$ cat config.mk
export PLATFORM = sky130hd
export DESIGN_NAME = instr_mem_loader
export DESIGN_NICKNAME = d
export VERILOG_FILES = /design/src/rtl/instr_mem_loader.sv
export SDC_FILE = /design/constraint.sdc
export NUM_CORES = 1
export LEC_CHECK = 0
export ABC_AREA = 1
export CAP_MARGIN = 40
export CORE_ASPECT_RATIO = 1.5
export CORE_MARGIN = 2
export CORE_UTILIZATION = 30
export CTS_CLUSTER_SIZE = 14
export DETAILED_ROUTE_END_ITERATION = 8
export GPL_TIMING_DRIVEN = 0
export PLACE_DENSITY = 0.53
export SKIP_LAST_GASP = 1
export SYNTH_ARGS = -nofsm -noshare
export SYNTH_HDL_FRONTEND = slang
export SYNTH_SLANG_ARGS = --single-unit
$ cat constraint.sdc
create_clock -name clk -period 2.9 [get_ports clk]
set_input_delay 0.58 -clock clk [delete_from_list [all_inputs] [get_ports clk]]
set_output_delay 0.58 -clock clk [all_outputs]
set_load 0.02 [all_outputs]
$ cat src/rtl/instr_mem_loader.sv
// instr_mem_loader
//   Assembles a big-endian byte stream into 32-bit instruction words and writes
//   them into instruction memory, holding the CPU fetch stage while loading.
//
//   Optional feature macro: INSTR_LOADER_CHECKSUM_EN
//     defined   -> checksum is the mod-2^32 sum of every word written this session
//     undefined -> checksum is tied to 0, no accumulator is built
//
//   Ports
//     clk, rst_n         rising-edge clock, synchronous active-low reset
//     start, len         begin a session of len words (sampled in IDLE only)
//     byte_in/valid      instruction byte stream; byte_ready marks acceptance
//     wr_en/addr/data    one-cycle instruction memory write strobe, word index, word
//     busy, cpu_hold     high while a session is loading or writing
//     done               one-cycle pulse at session end
//     checksum           running checksum (see macro above)
module instr_mem_loader #(
  parameter int unsigned DEPTH = 512,
  parameter int unsigned AW    = 32
) (
  input  logic          clk,
  input  logic          rst_n,
  input  logic          start,
  input  logic [9:0]    len,
  input  logic [7:0]    byte_in,
  input  logic          byte_valid,
  output logic          byte_ready,
  output logic          wr_en,
  output logic [AW-1:0] wr_addr,
  output logic [31:0]   wr_data,
  output logic          busy,
  output logic          cpu_hold,
  output logic          done,
  output logic [31:0]   checksum
);

  localparam logic [1:0] IDLE  = 2'd0;
  localparam logic [1:0] LOAD  = 2'd1;
  localparam logic [1:0] WRITE = 2'd2;
  localparam logic [1:0] DONE  = 2'd3;

  logic [1:0]    state_q, state_d;
  logic [1:0]    cnt_q, cnt_d;
  logic [AW-1:0] addr_q, addr_d;
  logic [9:0]    left_q, left_d;
  logic [31:0]   data_q, data_d;
  logic [9:0]    len_clamped;

  // Requests larger than the memory are clamped so the index stays in range.
  always_comb begin
    len_clamped = len;
    if (32'(len) > DEPTH) begin
      len_clamped = 10'(DEPTH);
    end
  end

  always_comb begin
    state_d = state_q;
    cnt_d   = cnt_q;
    addr_d  = addr_q;
    left_d  = left_q;
    data_d  = data_q;
    case (state_q)
      IDLE: begin
        if (start) begin
          if (len == 10'd0) begin
            state_d = DONE;
          end else begin
            state_d = LOAD;
            left_d  = len_clamped;
            addr_d  = '0;
            cnt_d   = 2'd0;
          end
        end
      end
      LOAD: begin
        if (byte_valid) begin
          // Shift left so the first byte ends up in [31:24].
          data_d = {data_q[23:0], byte_in};
          cnt_d  = cnt_q + 2'd1;
          if (cnt_q == 2'd3) begin
            state_d = WRITE;
          end
        end
      end
      WRITE: begin
        left_d = left_q - 10'd1;
        if (left_q == 10'd1) begin
          // Last word: leave the address on it so it never reaches DEPTH.
          state_d = DONE;
        end else begin
          state_d = LOAD;
          addr_d  = addr_q + {{(AW-1){1'b0}}, 1'b1};
        end
      end
      default: begin
        state_d = IDLE;
      end
    endcase
  end

  always_ff @(posedge clk) begin
    if (!rst_n) begin
      state_q <= IDLE;
      cnt_q   <= 2'd0;
      addr_q  <= '0;
      left_q  <= 10'd0;
      data_q  <= 32'd0;
    end else begin
      state_q <= state_d;
      cnt_q   <= cnt_d;
      addr_q  <= addr_d;
      left_q  <= left_d;
      data_q  <= data_d;
    end
  end

  always_comb begin
    byte_ready = (state_q == LOAD);
    wr_en      = (state_q == WRITE);
    busy       = (state_q == LOAD) || (state_q == WRITE);
    cpu_hold   = busy;
    done       = (state_q == DONE);
    wr_addr    = addr_q;
    wr_data    = data_q;
  end

`ifdef INSTR_LOADER_CHECKSUM_EN
  logic [31:0] sum_q;

  always_ff @(posedge clk) begin
    if (!rst_n) begin
      sum_q <= 32'd0;
    end else if ((state_q == IDLE) && start) begin
      sum_q <= 32'd0;
    end else if (state_q == WRITE) begin
      sum_q <= sum_q + data_q;
    end
  end

  assign checksum = sum_q;
`else
  assign checksum = 32'd0;
`endif

endmodule

==> key figures <==
Drt
  – Final WL: 12200 um
  – Initial DRC Count: 129
  – Post-route DRC: 0
  – Total number of vias: 4359
  – First-pass DRT Iterations: 4
  – Wire per inst: 12.5 um
  – Post-route ant nets: 0
  – Vias per inst: 4.46

CTS
  – Resized cells post-CTS: 0
  – Hold-fix buffer count after cts: 0
  – Clock root buffer: clkbuf_16
  – CTS max path bufs: 2
  – Max H-tree Level: 3
  – Clock Sink Count: 78
  – CTS tree: built
  – Worst-Skew Late Latency: 0.34 ns
  – TritonCTS buffer count: 9
  – Post-CTS setup buffer count: 0
  – Worst-path clk slew: 0.07 ns

Global route
  – Global Route Usage Sum: 15.6%
  – Total gr overflow: 0
  – Largest net degree at the start of global routing: 18
  – First-pass GRT wire length: 19400 um
  – Number of global-route vias before repair: 4066
  – Initial antenna violation count: 0

Synthesis
  – Post-Syn Area per Cell: 6.84 um2
  – Synthesized netlist cell count: 645
  – Flops & latches, synth: 78
  – Seq/Total Area, Yosys: 35.4%
  – Post-synthesis cell area: 4410 um2
  – Synth warn: 0
  – Post-synth cell types: 41

Placed design
  – I/O Buffers: 89
  – Placed cell area: 5670 um2
  – Post-DP HPWL: 9680 um
  – GPL Wtd Cong: 0.871

Floorplanning
  – Cell Rows: 54
  – Die H: 153 um
  – DIE AREA: 15700 um2
  – Core Area: 14500 um2
  – I/O Pins: 123
  – Die span in x: 103 um
  – Starting Density: 30.5%

Pwr
  – Pwr Density: 782 nW/um2
  – Cell leakage power: 2.34 nW
  – Design Power: 4.67 mW
  – Worst ir drop on vdd: 553 uV

Finish
  – Post-Layout Inst Area: 5960 um2
  – Layout cell share with drive strength beyond 1: 12.8%
  – Area grow syn2layout: 35.1%
  – Final design utilization: 41.2%
  – # diodes: 0
  – Nets: 807
  – Fill count: 1541

Worst setup path
  – Startpoint types: register
  – CP max FO: 5
  – Req. time, crit path: 2.32 ns
  – Worst setup path class: register to output pin
  – Worst setup EP type: output pin
  – WP data arrival: 1.83 ns

STA
  – F_max: 416 MHz
  – Max Clock Skew: 0.00783 ns
  – # setup viols final: 0
  – Final max-slew violation count: 0
  – Min cycle time layout: 2.41 ns
  – RSZ-0062 raised after global routing: false
  – Endpoints failing hold: 0
  – Period utilisation layout: 82.9%
  – Setup TNS Final: 0 ns

Worst hold path
  – Worst hold path class: register to register

Outcome
  – Status: complete, no violations

Run
  – Max Cap Viol: 0
[through the flow]
| stage | hold WS, ns | cells | setup WS [ns] |
|---|---|---|---|
| 2_1_floorplan | 0.443 | 676 | 1.16 |
| 3_3_place_gp | 0.451 | 961 | 0.610 |
| 3_5_place_dp | 0.461 | 961 | 0.602 |
| 4_1_cts | 0.473 | 977 | 0.474 |
| 5_1_grt | 0.508 | 977 | 0.417 |
| 6_report | 0.473 | 977 | 0.495 |
[flip-flops by register name (all words and copies together), names as in the netlist]
name	cells
wr_addr	32
state_q	2
left_q	10
wr_data	32
cnt_q	2
[routing by layer]
metal | vias to the layer above | wire length, um | global-route usage, %
met2 | 119 | 6380 | 28.5
met4 | 0 | 368 | 6.77
met5 | - | 0 | 0
met1 | 1947 | 4900 | 17.1
met3 | 30 | 576 | 2.66
li1 | 2263 | - | -
[layout by cell type (no fill, tap or decap), types with 6 or more instances in the layout]
cell type,netlist,routed
nor2_1,138,138
nand2_1,116,116
clkdlybuf4s50_1,0,89
dfxtp_1,78,78
inv_1,52,52
o21ai_0,43,43
nand3_1,40,40
buf_4,35,35
a21oi_1,32,32
conb_1,1,32
nand4_1,13,13
clkbuf_1,11,11
ha_1,9,9
clkbuf_16,0,9
nor2_2,7,7
nor2_4,7,7
o21ai_1,7,7
nor3_1,6,6
[power by group]
part | internal [mW] | switching (mW)
logic | 0.810 | 1.32
registers | 1.26 | 0.152
clock network | 0.609 | 0.518
total | 2.68 | 1.99
[logic make-up (layout without fill, tap and decap cells)]
logic type               Yosys count  after routing  share of synthesized area (%)
AO/OA/AOI/OAI                     91             91                           10.9
XOR/XNOR                           4              4                          0.794
adder cells (fa/ha/maj)            9              9                           2.55
buffers and inverters            112            217                           13.4
flip-flops                        78             78                           35.4
other                              1             32                         0.0850
AND/OR/NAND/NOR                  350            350                           36.9
[critical path: stages (launching register included)]
cell	delay (ns)
dfxtp_1	0.40
inv_1	0.09
ha_1	0.31
buf_4	0.11
clkdlybuf4s50_1	0.59
[path summary, 6_finish.rpt]
check | start | to | slack, ns | depth (start not counted)
min | cnt_q[1]$_SDFFE_PN0P_ | cnt_q[1]$_SDFFE_PN0P_ | 0.47 | 2
max reg2reg | state_q[0]$_SDFFE_PN0P_ | wr_addr[30]$_SDFFE_PN0P_ | 0.97 | 9
min reg2reg | cnt_q[1]$_SDFFE_PN0P_ | cnt_q[1]$_SDFFE_PN0P_ | 0.47 | 2
max | state_q[0]$_SDFFE_PN0P_ | cpu_hold | 0.49 | 4
[cell type report]
class	count	area (um2)	share of cell area, %
multi-input combinational	486	2370	39.8
sequential	78	1560	26.2
timing repair buffer	89	891	14.9
buffer	54	374	6.27
tap	196	245	4.11
clock buffer	9	225	3.78
inverter	58	219	3.67
clock inverter	7	72.6	1.22
[cells in the mapped netlist, drive strengths merged]
master	n	area, um2
nor2	153	661
nand2	123	494
dfxtp	78	1560
inv	56	210
o21ai	50	250
nand3	44	255
buf	43	333
a21oi	34	178
nand4	14	93.8
nor3	12	96.4
clkbuf	11	41.3
ha	9	113
a31oi	3	18.8
or2	3	18.8
xor2	3	26.3
clkinv	2	8.75
a22oi	1	7.51
a31o	1	8.76
conb	1	3.75
nand3b	1	7.51
o211a	1	10.0
o211ai	1	7.51
xnor2	1	8.76
(Power assumes the default switching activity.)
